`src/rtl/ttt_pkg.sv`:
```
// Shared tic-tac-toe definitions: board geometry, winning-line masks,
// winner codes and turn-sequencer state encoding.
package ttt_pkg;

    localparam int BOARD_W = 9;
    localparam int N_LINES = 8;

    // Bit i of a board is cell i, row-major from the top-left corner.
    localparam logic [N_LINES-1:0][BOARD_W-1:0] WIN_LINES = {
        9'b001_010_100,  // diagonal 2-4-6
        9'b100_010_001,  // diagonal 0-4-8
        9'b100_100_100,  // column 2-5-8
        9'b010_010_010,  // column 1-4-7
        9'b001_001_001,  // column 0-3-6
        9'b111_000_000,  // row 6-7-8
        9'b000_111_000,  // row 3-4-5
        9'b000_000_111   // row 0-1-2
    };

    typedef enum logic [1:0] {
        WIN_NONE = 2'b00,
        WIN_X    = 2'b01,
        WIN_O    = 2'b10,
        WIN_DRAW = 2'b11
    } winner_e;

    typedef enum logic [2:0] {
        S_X_WAIT,
        S_X_CHECK,
        S_AI_REQ,
        S_AI_WAIT,
        S_O_CHECK,
        S_DONE
    } state_e;

endpackage

```
`src/rtl/ttt_line_check.sv`:
```
// Combinational three-in-a-row detector for one player's occupancy board.
module ttt_line_check
    import ttt_pkg::*;
(
    input  logic [BOARD_W-1:0] board,
    output logic               has_line
);

    always_comb begin
        // NOTE: default first so every path assigns has_line and no latch is inferred.
        has_line = 1'b0;
        for (int i = 0; i < N_LINES; i++) begin
            if ((board & WIN_LINES[i]) == WIN_LINES[i]) begin
                has_line = 1'b1;
            end
        end
    end

endmodule

```
`src/rtl/ttt_turn_controller.sv`:
```
// Tic-tac-toe turn sequencer: takes human X moves, requests O moves from the
// AI with timeout/fallback, owns both boards and reports win or draw.
module ttt_turn_controller
    import ttt_pkg::*;
#(
    parameter int AI_TIMEOUT = 64,
    parameter bit X_FIRST    = 1'b1
) (
    input  logic                clk,
    input  logic                clr_n,
    input  logic                new_game,
    input  logic                btn_input,
    input  logic [3:0]          move_sel,
    output logic                ai_req,
    input  logic                ai_valid,
    input  logic [BOARD_W-1:0]  ai_move,
    output logic [BOARD_W-1:0]  x_state,
    output logic [BOARD_W-1:0]  o_state,
    output logic                o_turn,
    output logic                illegal,
    output logic                game_over,
    output logic [1:0]          winner,
    output logic [3:0]          move_count
);

    localparam state_e ENTRY = X_FIRST ? S_X_WAIT : S_AI_REQ;
    localparam int     TW    = $clog2(AI_TIMEOUT);
    localparam logic [TW-1:0] TIMER_LAST = TW'(AI_TIMEOUT - 1);

    state_e             state;
    logic               btn_prev;
    logic [TW-1:0]      timer;

    logic [BOARD_W-1:0] occupied;
    logic [BOARD_W-1:0] sel_cell;
    logic [BOARD_W-1:0] fallback;
    logic               btn_rise;
    logic               x_legal;
    logic               ai_ok;
    logic               x_win;
    logic               o_win;

    assign occupied = x_state | o_state;
    assign btn_rise = btn_input & ~btn_prev;
    // Selections 9..15 shift the single bit out, leaving an empty mask.
    assign sel_cell = 9'd1 << move_sel;
    assign x_legal  = (move_sel <= 4'd8) && ((occupied & sel_cell) == '0);
    assign ai_ok    = (ai_move != '0) && ((ai_move & (ai_move - 9'd1)) == '0)
                      && ((ai_move & occupied) == '0);
    // Isolates the lowest zero bit of the occupancy mask: the lowest empty cell.
    assign fallback = ~occupied & (occupied + 9'd1);

    ttt_line_check u_x_line (.board(x_state), .has_line(x_win));
    ttt_line_check u_o_line (.board(o_state), .has_line(o_win));

    // NOTE: sequential state uses non-blocking assignments so every register
    // samples the pre-edge values regardless of statement order.
    always_ff @(posedge clk or negedge clr_n) begin
        if (!clr_n) begin
            state      <= ENTRY;
            btn_prev   <= 1'b0;
            timer      <= '0;
            x_state    <= '0;
            o_state    <= '0;
            move_count <= '0;
            winner     <= WIN_NONE;
            game_over  <= 1'b0;
            illegal    <= 1'b0;
            ai_req     <= 1'b0;
            o_turn     <= 1'b0;
        end else begin
            btn_prev <= btn_input;
            illegal  <= 1'b0;
            if (new_game) begin
                // Abort beats any same-cycle move; a late AI answer then lands in a state that ignores it.
                state      <= ENTRY;
                timer      <= '0;
                x_state    <= '0;
                o_state    <= '0;
                move_count <= '0;
                winner     <= WIN_NONE;
                game_over  <= 1'b0;
                ai_req     <= 1'b0;
                o_turn     <= 1'b0;
            end else begin
                unique case (state)
                    S_X_WAIT: begin
                        if (btn_rise) begin
                            if (x_legal) begin
                                x_state    <= x_state | sel_cell;
                                move_count <= move_count + 4'd1;
                                state      <= S_X_CHECK;
                            end else begin
                                illegal <= 1'b1;
                            end
                        end
                    end
                    S_X_CHECK: begin
                        if (x_win) begin
                            winner    <= WIN_X;
                            game_over <= 1'b1;
                            state     <= S_DONE;
                        end else if (move_count == 4'd9) begin
                            winner    <= WIN_DRAW;
                            game_over <= 1'b1;
                            state     <= S_DONE;
                        end else begin
                            state <= S_AI_REQ;
                        end
                    end
                    S_AI_REQ: begin
                        ai_req <= 1'b1;
                        o_turn <= 1'b1;
                        timer  <= '0;
                        state  <= S_AI_WAIT;
                    end
                    S_AI_WAIT: begin
                        if (ai_valid || timer == TIMER_LAST) begin
                            o_state    <= o_state | ((ai_valid && ai_ok) ? ai_move : fallback);
                            move_count <= move_count + 4'd1;
                            ai_req     <= 1'b0;
                            state      <= S_O_CHECK;
                        end else begin
                            timer <= timer + 1'b1;
                        end
                    end
                    S_O_CHECK: begin
                        o_turn <= 1'b0;
                        if (o_win) begin
                            winner    <= WIN_O;
                            game_over <= 1'b1;
                            state     <= S_DONE;
                        end else if (move_count == 4'd9) begin
                            winner    <= WIN_DRAW;
                            game_over <= 1'b1;
                            state     <= S_DONE;
                        end else begin
                            state <= S_X_WAIT;
                        end
                    end
                    S_DONE: begin
                        state <= S_DONE;
                    end
                    default: begin
                        state <= ENTRY;
                    end
                endcase
            end
        end
    end

endmodule
```
`config.mk`:
```
export PLATFORM = sky130hd
export DESIGN_NAME = ttt_turn_controller
export DESIGN_NICKNAME = d
export VERILOG_FILES = /design/src/rtl/ttt_pkg.sv /design/src/rtl/ttt_line_check.sv /design/src/rtl/ttt_turn_controller.sv
export SDC_FILE = /design/constraint.sdc
export NUM_CORES = 1
export LEC_CHECK = 0
export ABC_AREA = 0
export CAP_MARGIN = 20
export CORE_MARGIN = 5
export CORE_UTILIZATION = 35
export DETAILED_ROUTE_END_ITERATION = 8
export HOLD_SLACK_MARGIN = 0.12
export PLACE_DENSITY = 0.59
export REMOVE_ABC_BUFFERS = 1
export SKIP_LAST_GASP = 1
export SYNTH_ARGS = -nofsm -noshare
export SYNTH_HDL_FRONTEND = slang
export SYNTH_SLANG_ARGS = --single-unit
```
`constraint.sdc`:
```
create_clock -name clk -period 5.1 [get_ports clk]
set_input_delay 0.765 -clock clk [delete_from_list [all_inputs] [get_ports clk]]
set_output_delay 0.765 -clock clk [all_outputs]
set_load 0.05 [all_outputs]
```
==> results of run 1 <==
per-layer routing:
metal,vias to the layer above,global-route usage,wire length (um),share of wire
li1,1137,-,-,-
met1,1133,0.230,3260,0.46
met2,70,0.270,3230,0.46
met3,14,0.0337,485,0.068
met4,0,0.0445,122,0.017
met5,-,0,0,0
layout by cell type (no fill, tap or decap), types with 3 or more instances in the layout:
cell type	Yosys	final
sky130_fd_sc_hd__nand2b_1	9	9
sky130_fd_sc_hd__clkbuf_8	0	5
sky130_fd_sc_hd__dfrtp_1	38	38
sky130_fd_sc_hd__a22oi_1	5	5
sky130_fd_sc_hd__mux2i_1	5	5
sky130_fd_sc_hd__o21a_1	3	3
sky130_fd_sc_hd__a22o_1	6	6
sky130_fd_sc_hd__nor2b_1	4	4
sky130_fd_sc_hd__inv_1	10	10
sky130_fd_sc_hd__a32oi_1	4	4
sky130_fd_sc_hd__nand4_1	4	4
sky130_fd_sc_hd__o2bb2ai_1	5	5
sky130_fd_sc_hd__nand2_1	17	17
sky130_fd_sc_hd__nor3_1	10	10
sky130_fd_sc_hd__clkdlybuf4s50_1	0	44
sky130_fd_sc_hd__or4_1	4	4
sky130_fd_sc_hd__a41oi_1	4	4
sky130_fd_sc_hd__nand3_1	13	13
sky130_fd_sc_hd__ha_1	3	3
sky130_fd_sc_hd__or2_2	3	3
sky130_fd_sc_hd__o31ai_1	3	3
sky130_fd_sc_hd__nor2_1	34	34
sky130_fd_sc_hd__a21oi_1	10	10
sky130_fd_sc_hd__o21ai_0	19	19
sky130_fd_sc_hd__o211ai_1	4	4
sky130_fd_sc_hd__a31oi_1	3	3
cells by family after synthesis:
group,synth area share
simple gates,0.260
compound gates,0.268
flops,0.387
buf+inv,0.0366
mux,0.0295
fa+ha+maj,0.0153
xor+xnor,0.00356
sequential cells by signal, indices dropped and copies added, names as in the netlist:
register,flops
illegal,1
state,3
x_state,9
ai_req,1
move_count,4
o_state,9
game_over,1
o_turn,1
btn_prev,1
timer,6
winner,2
worst max-delay path by stage:
stage / from / end / slack [ns] / depth (start not counted)
6_report: move_sel[1] / state[2]$_DFFE_PN0P_ / 2.33 / 7
2_1_floorplan: ai_move[1] / o_state[7]$_DFFE_PN0P_ / 2.85 / 6
3_5_place_dp: move_sel[1] / state[2]$_DFFE_PN0P_ / 2.02 / 7
3_3_place_gp: move_sel[1] / state[2]$_DFFE_PN0P_ / 2.11 / 7
4_1_cts: move_sel[1] / state[2]$_DFFE_PN0P_ / 2.33 / 7
5_1_grt: move_sel[1] / state[2]$_DFFE_PN0P_ / 2.05 / 7
power by group:
| group | internal (W) | total, W | switching, W |
|---|---|---|---|
| registers | 0.000307 | 0.000319 | 0.0000116 |
| logic | 0.0000410 | 0.000112 | 0.0000705 |
| clock network | 0.000144 | 0.000258 | 0.000114 |
| total | 0.000492 | 0.000688 | 0.000196 |
cell type report:
class | count | area, um^2 | share of cell area
Multi-Input combinational cell | 215 | 1420 | 0.459
Inverter | 10 | 37.5 | 0.0122
Tap cell | 96 | 120 | 0.0389
Sequential cell | 38 | 951 | 0.308
Clock inverter | 3 | 40.0 | 0.0130
Timing Repair Buffer | 46 | 453 | 0.147
Clock buffer | 5 | 68.8 | 0.0223
metrics by stage:
stage / instances / power (W) / area (um^2) / utilization / hold slack [ns]
2_1_floorplan: 263 / 0.000382 / 2410 / - / 0.469
4_1_cts: 413 / 0.000696 / 3090 / 0.452 / 0.505
3_3_place_gp: 405 / 0.000436 / 2980 / 0.436 / 0.480
6_report: 413 / 0.000688 / 3090 / 0.452 / 0.499
5_1_grt: 413 / 0.000718 / 3090 / 0.452 / 0.523
3_5_place_dp: 405 / 0.000437 / 2980 / 0.436 / 0.483
==> flow_summary.json, run 1 <==
{
  "outcome": "completed",
  "hold_start": "winner[0]$_DFFE_PN0P_",
  "minimum_clock_period_after_layout_ns": 2.77,
  "die_height_um": 93.8,
  "clk_root_buffer_cell": "sky130_fd_sc_hd__clkbuf_8",
  "finalNetCount": 337,
  "post-synth-top-count-cell": "sky130_fd_sc_hd__dfrtp_1",
  "worst-path-buf-inv": 1,
  "ios": 46,
  "post-cts-setup-buffers": 0,
  "worst-setup-path-type": "input pin to flip-flop",
  "holdPathStages": 1,
  "wire_per_inst_um": 17.2,
  "ys_async_sr_fraction": 1.00,
  "cts_made_buffers": 5,
  "post_synth_instance_area_um2": 2460,
  "final-setup-viol-count": 0,
  "num_vias": 2354,
  "placer_s_final_routability_congestion_estimate": 0.846,
  "drt-initial-drc-count": 103,
  "timing.critical_path.from_type": "input pin",
  "antenna_cells_inserted": 0,
  "cts.clk_slew.worst_paths_ns": 0.08,
  "max-slew-margin-rel": 0.427,
  "cts_max_path_buffers": 2,
  "critPathArrivalTime_ns": 2.94,
  "netlist_instances": 274,
  "fin_worst_skew_ns": 0.00477,
  "final.setup.tns_ns": 0,
  "timing.final.hold_violations": 0,
  "critPathRequiredTime_ns": 5.27,
  "antenna_violating_nets_post_route": 0,
  "synth_seq_cells": 38,
  "die_w_um": 93.8,
  "ctsHoldBuffers": 0,
  "cts_num_sinks": 38,
  "row_count": 30,
  "fmax_mhz": 361,
  "detailedPlacementHpwl_um": 5150,
  "maximum_number_of_pins_on_one_net_before_global_route_repair": 39,
  "post_cts_resize_count": 0,
  "grt.overflow.total": 0,
  "number_of_global_route_vias_before_repair": 2297,
  "design.die.area_um2": 8810,
  "tightest_slew_ns": 0.859,
  "drive_above_1_share": 0.0852,
  "path_max_fanout": 13,
  "initial_utilization": 0.360,
  "dominantRegCellSynth": "sky130_fd_sc_hd__dfrtp_1",
  "placeableCoreArea_um2": 6830,
  "synthDominantAreaCellType": "sky130_fd_sc_hd__dfrtp_1",
  "dp_slack_ns": 2.02,
  "post_detailed_route_drc_marker_count": 0,
  "tritoncts_clock_tree": "done",
  "power.density_nw_per_um2": 223,
  "power.static_leakage_nw": 1.19,
  "drt_pre_antenna_iters": 4,
  "unrepaired_setup_endpoints_after_global_routing": "false",
  "hold_class": "flip-flop to flip-flop",
  "h-tree-depth": 2,
  "synth-edff-count": 0,
  "synth_top_area_frac": 0.387,
  "grt_util_all_layers": 0.168,
  "clk-insertion-delay-late_ns": 0.29,
  "yosys-top-cells-count": "sky130_fd_sc_hd__dfrtp_1, sky130_fd_sc_hd__nor2_1, sky130_fd_sc_hd__o21ai_0",
  "route.final.wire_length_um": 7110,
  "min_delay_worst_endpoint": "winner[0]$_DFFE_PN0P_",
  "path_delay_family": "simple AND/OR/NAND/NOR gates",
  "setup.worst_path.end_class": "flip-flop",
  "fillers": 690,
  "post_dr_vias_cell": 5.70,
  "cp_slowest_cell": "sky130_fd_sc_hd__clkdlybuf4s50_1",
  "critPathMaxStageDelay_ns": 0.64,
  "grt_antenna_before_repair": 0,
  "report.final.slew_viol_count": 0,
  "post_synth.cell_area_avg_um2": 8.98,
  "yosysSeqAreaShare": 0.387,
  "timing.rr.end": "state[2]$_DFFE_PN0P_",
  "min_period_over_period": 0.543,
  "rrSetupSlack_ns": 2.86,
  "port-buffer-count": 45,
  "global_route_wire_length_before_repair_um": 11800,
  "flow.area_growth_from_synthesis_pct": 25.6,
  "sequence_of_cells_on_the_critical_path": "clkdlybuf4s50_1 > nor4_1 > o32ai_1 > nor2_1 > and3_1 > o211ai_1 > a2111oi_1",
  "worst_ir_drop_vdd_mv": 0.150,
  "layout_setup_ws_ns": 2.33,
  "synthesis.yosys.warnings": 0,
  "synthDistinctLibCells": 62,
  "cap_viol_max_count": 0,
  "synth_area_leaders": "sky130_fd_sc_hd__dfrtp_1, sky130_fd_sc_hd__nor2_1, sky130_fd_sc_hd__o21ai_0",
  "worst_r2r_startpoint": "x_state[0]$_DFFE_PN0P_",
  "worst_r2r_path_depth": 6
}
Note: power is estimated with default switching activity, not from simulation.
==> run 2: changes to the inputs <==
- clock period: 5.1 -> 2.7 ns (I/O delays scaled with it)
==> run 2 against run 1 <==
  * Setup slack lost 2.0 ns
  * Die area is the same
  * Clock power grew 61%
  * Wire length grew 0.79%
  * Hold slack lost 0.28 ns
  * Critical path depth is the same
  * Sequential power grew 88%
  * Flip-flop and latch count is the same
  * Critical path type unchanged
==> flow_summary.json, run 2 (same netlist as run 1, synthesis figures left out) <==
{
  "outcome": "completed",
  "timing.critical_path.from_type": "input pin",
  "most_frequent_cells_in_the_layout": "sky130_fd_sc_hd__clkdlybuf4s50_1, sky130_fd_sc_hd__dfrtp_1, sky130_fd_sc_hd__nor2_1, sky130_fd_sc_hd__o21ai_0, sky130_fd_sc_hd__nand2_1",
  "clk-insertion-delay-late_ns": 0.30,
  "finalHoldWorstSlack_ns": 0.215,
  "placeableCoreArea_um2": 6830,
  "groute.layer.met1.usage": 0.221,
  "port-buffer-count": 45,
  "h-tree-depth": 2,
  "post_dr_vias_cell": 5.68,
  "row_count": 30,
  "antenna_violating_nets_post_route": 0,
  "cts.clk_slew.worst_paths_ns": 0.07,
  "max-slew-margin-rel": 0.428,
  "detailedPlacementHpwl_um": 5200,
  "finalNetCount": 343,
  "design.die.area_um2": 8810,
  "number_of_global_route_vias_before_repair": 2303,
  "tritoncts_clock_tree": "done",
  "cap_viol_max_count": 0,
  "ctsHoldBuffers": 0,
  "maximum_number_of_pins_on_one_net_before_global_route_repair": 39,
  "die_height_um": 93.8,
  "internal_power_w": 0.000870,
  "p_seq_frac": 0.487,
  "groute.layer.met3.usage": 0.0481,
  "grt_util_all_layers": 0.167,
  "initial_utilization": 0.360,
  "post_detailed_route_drc_marker_count": 0,
  "clk_root_buffer_cell": "sky130_fd_sc_hd__clkbuf_8",
  "power_frac_comb": 0.177,
  "flow.area_growth_from_synthesis_pct": 26.7,
  "unrepaired_setup_endpoints_after_global_routing": "false",
  "final.setup.tns_ns": 0,
  "cts_num_sinks": 38,
  "drive_above_1_share": 0.0991,
  "power.density_nw_per_um2": 396,
  "die_w_um": 93.8,
  "wire_per_inst_um": 17.1,
  "grt.overflow.total": 0,
  "global_route_wire_length_before_repair_um": 11700,
  "cts_max_path_buffers": 2,
  "fin_worst_skew_ns": 0.00398,
  "worst-setup-path-type": "input pin to flip-flop",
  "use_met2": 0.266,
  "placed_cells": 411,
  "tightest_slew_ns": 0.858,
  "min_period_over_period": 0.878,
  "antenna_cells_inserted": 0,
  "final-setup-viol-count": 0,
  "route.final.wire_length_um": 7160,
  "timing.final.hold_violations": 0,
  "num_vias": 2378,
  "report.final.slew_viol_count": 0,
  "grt.busiest_layer": "met2",
  "hold_class": "input pin to asynchronous set/reset pin",
  "sequence_of_cells_on_the_critical_path": "clkdlybuf4s50_1 > nor4_1 > o32ai_1 > nor2_1 > and3_1 > o211ai_1 > a2111oi_1",
  "fillers": 684,
  "switching_power_w": 0.000364,
  "critPathArrivalTime_ns": 2.54,
  "power.switching_fraction": 0.295,
  "post-cts-setup-buffers": 0,
  "critPathMaxStageDelay_ns": 0.57,
  "fmax_mhz": 422,
  "non_filler_instance_count_after_layout": 419,
  "drt-initial-drc-count": 145,
  "most_frequent_standard_cell_in_the_layout_excluding_fill_and_tap_cells": "sky130_fd_sc_hd__clkdlybuf4s50_1",
  "placer_s_final_routability_congestion_estimate": 0.832,
  "ios": 46,
  "grt_antenna_before_repair": 0,
  "worst_ir_drop_vdd_mv": 0.261,
  "power.static_leakage_nw": 1.21,
  "reg.largest.list": "o_state x9, x_state x9, timer x6",
  "power.clock.fraction": 0.336,
  "minimum_clock_period_after_layout_ns": 2.37,
  "cts_made_buffers": 5,
  "path_max_fanout": 10,
  "cp_slowest_cell": "sky130_fd_sc_hd__clkdlybuf4s50_1",
  "setup.worst_path.end_class": "flip-flop",
  "drt_pre_antenna_iters": 4,
  "critPathRequiredTime_ns": 2.87,
  "post_cts_resize_count": 0
}
[run 2: changes by cell type in the layout (fill, tap and decap cells not counted), sizes merged]
cell | previous run | this run
bufinv | 1 | 0
buf | 2 | 8
clkbuf | 5 | 7
clkinv | 2 | 1
[run 2: final timing paths]
kind,to,slack [ns],startpoint,depth (start not counted)
setup / recovery,state[2]$_DFFE_PN0P_,0.33,move_sel[1],7
min in group clk,winner[0]$_DFFE_PN0P_,0.50,winner[0]$_DFFE_PN0P_,1
max in group asynchronous,game_over$_DFFE_PN0P_,1.96,clr_n,1
hold / removal,o_state[4]$_DFFE_PN0P_,0.21,clr_n,1
hold reg to reg,winner[0]$_DFFE_PN0P_,0.50,winner[0]$_DFFE_PN0P_,1
setup reg to reg,state[2]$_DFFE_PN0P_,0.48,x_state[2]$_DFFE_PN0P_,6
[run 2: stage by stage]
stage                      util  setup WS (ns)  total power [W]  cell area, um^2
after detailed placement  0.443         0.0512         0.000831             3030
after floorplan               -          0.527         0.000722             2410
final                     0.456          0.330          0.00123             3120
after global placement    0.443          0.180         0.000829             3030
after global routing      0.456          0.203          0.00130             3120
after CTS                 0.456          0.367          0.00125             3120
[run 2: power groups by stage]
stage | Clock (W) | Combinational, W | Sequential [W]
after floorplan | 0 | 0.0000853 | 0.000637
after global placement | 0 | 0.000217 | 0.000612
after detailed placement | 0 | 0.000220 | 0.000611
after CTS | 0.000428 | 0.000221 | 0.000600
after global routing | 0.000453 | 0.000240 | 0.000604
final | 0.000415 | 0.000219 | 0.000601
[run 2: layout make-up]
cell class | count | area (um^2) | area share
clock inverter | 1 | 5.00 | 0.00161
clock buffer | 7 | 86.3 | 0.0277
timing repair buffer | 52 | 498 | 0.160
inverter | 10 | 37.5 | 0.0120
tap | 96 | 120 | 0.0385
multi-input combinational | 215 | 1420 | 0.455
sequential | 38 | 951 | 0.305
[run 2: metal layers]
layer / vias up / routed length (um)
met3: 11 / 434
met2: 77 / 3350
met5: - / 0
met4: 0 / 88
li1: 1148 / -
met1: 1142 / 3290
[run 2: critical path, delay by kind of cell]
family / cells / cell delay, ns
compound gates: 3 / 0.72
buf+inv: 1 / 0.57
simple gates: 3 / 0.86
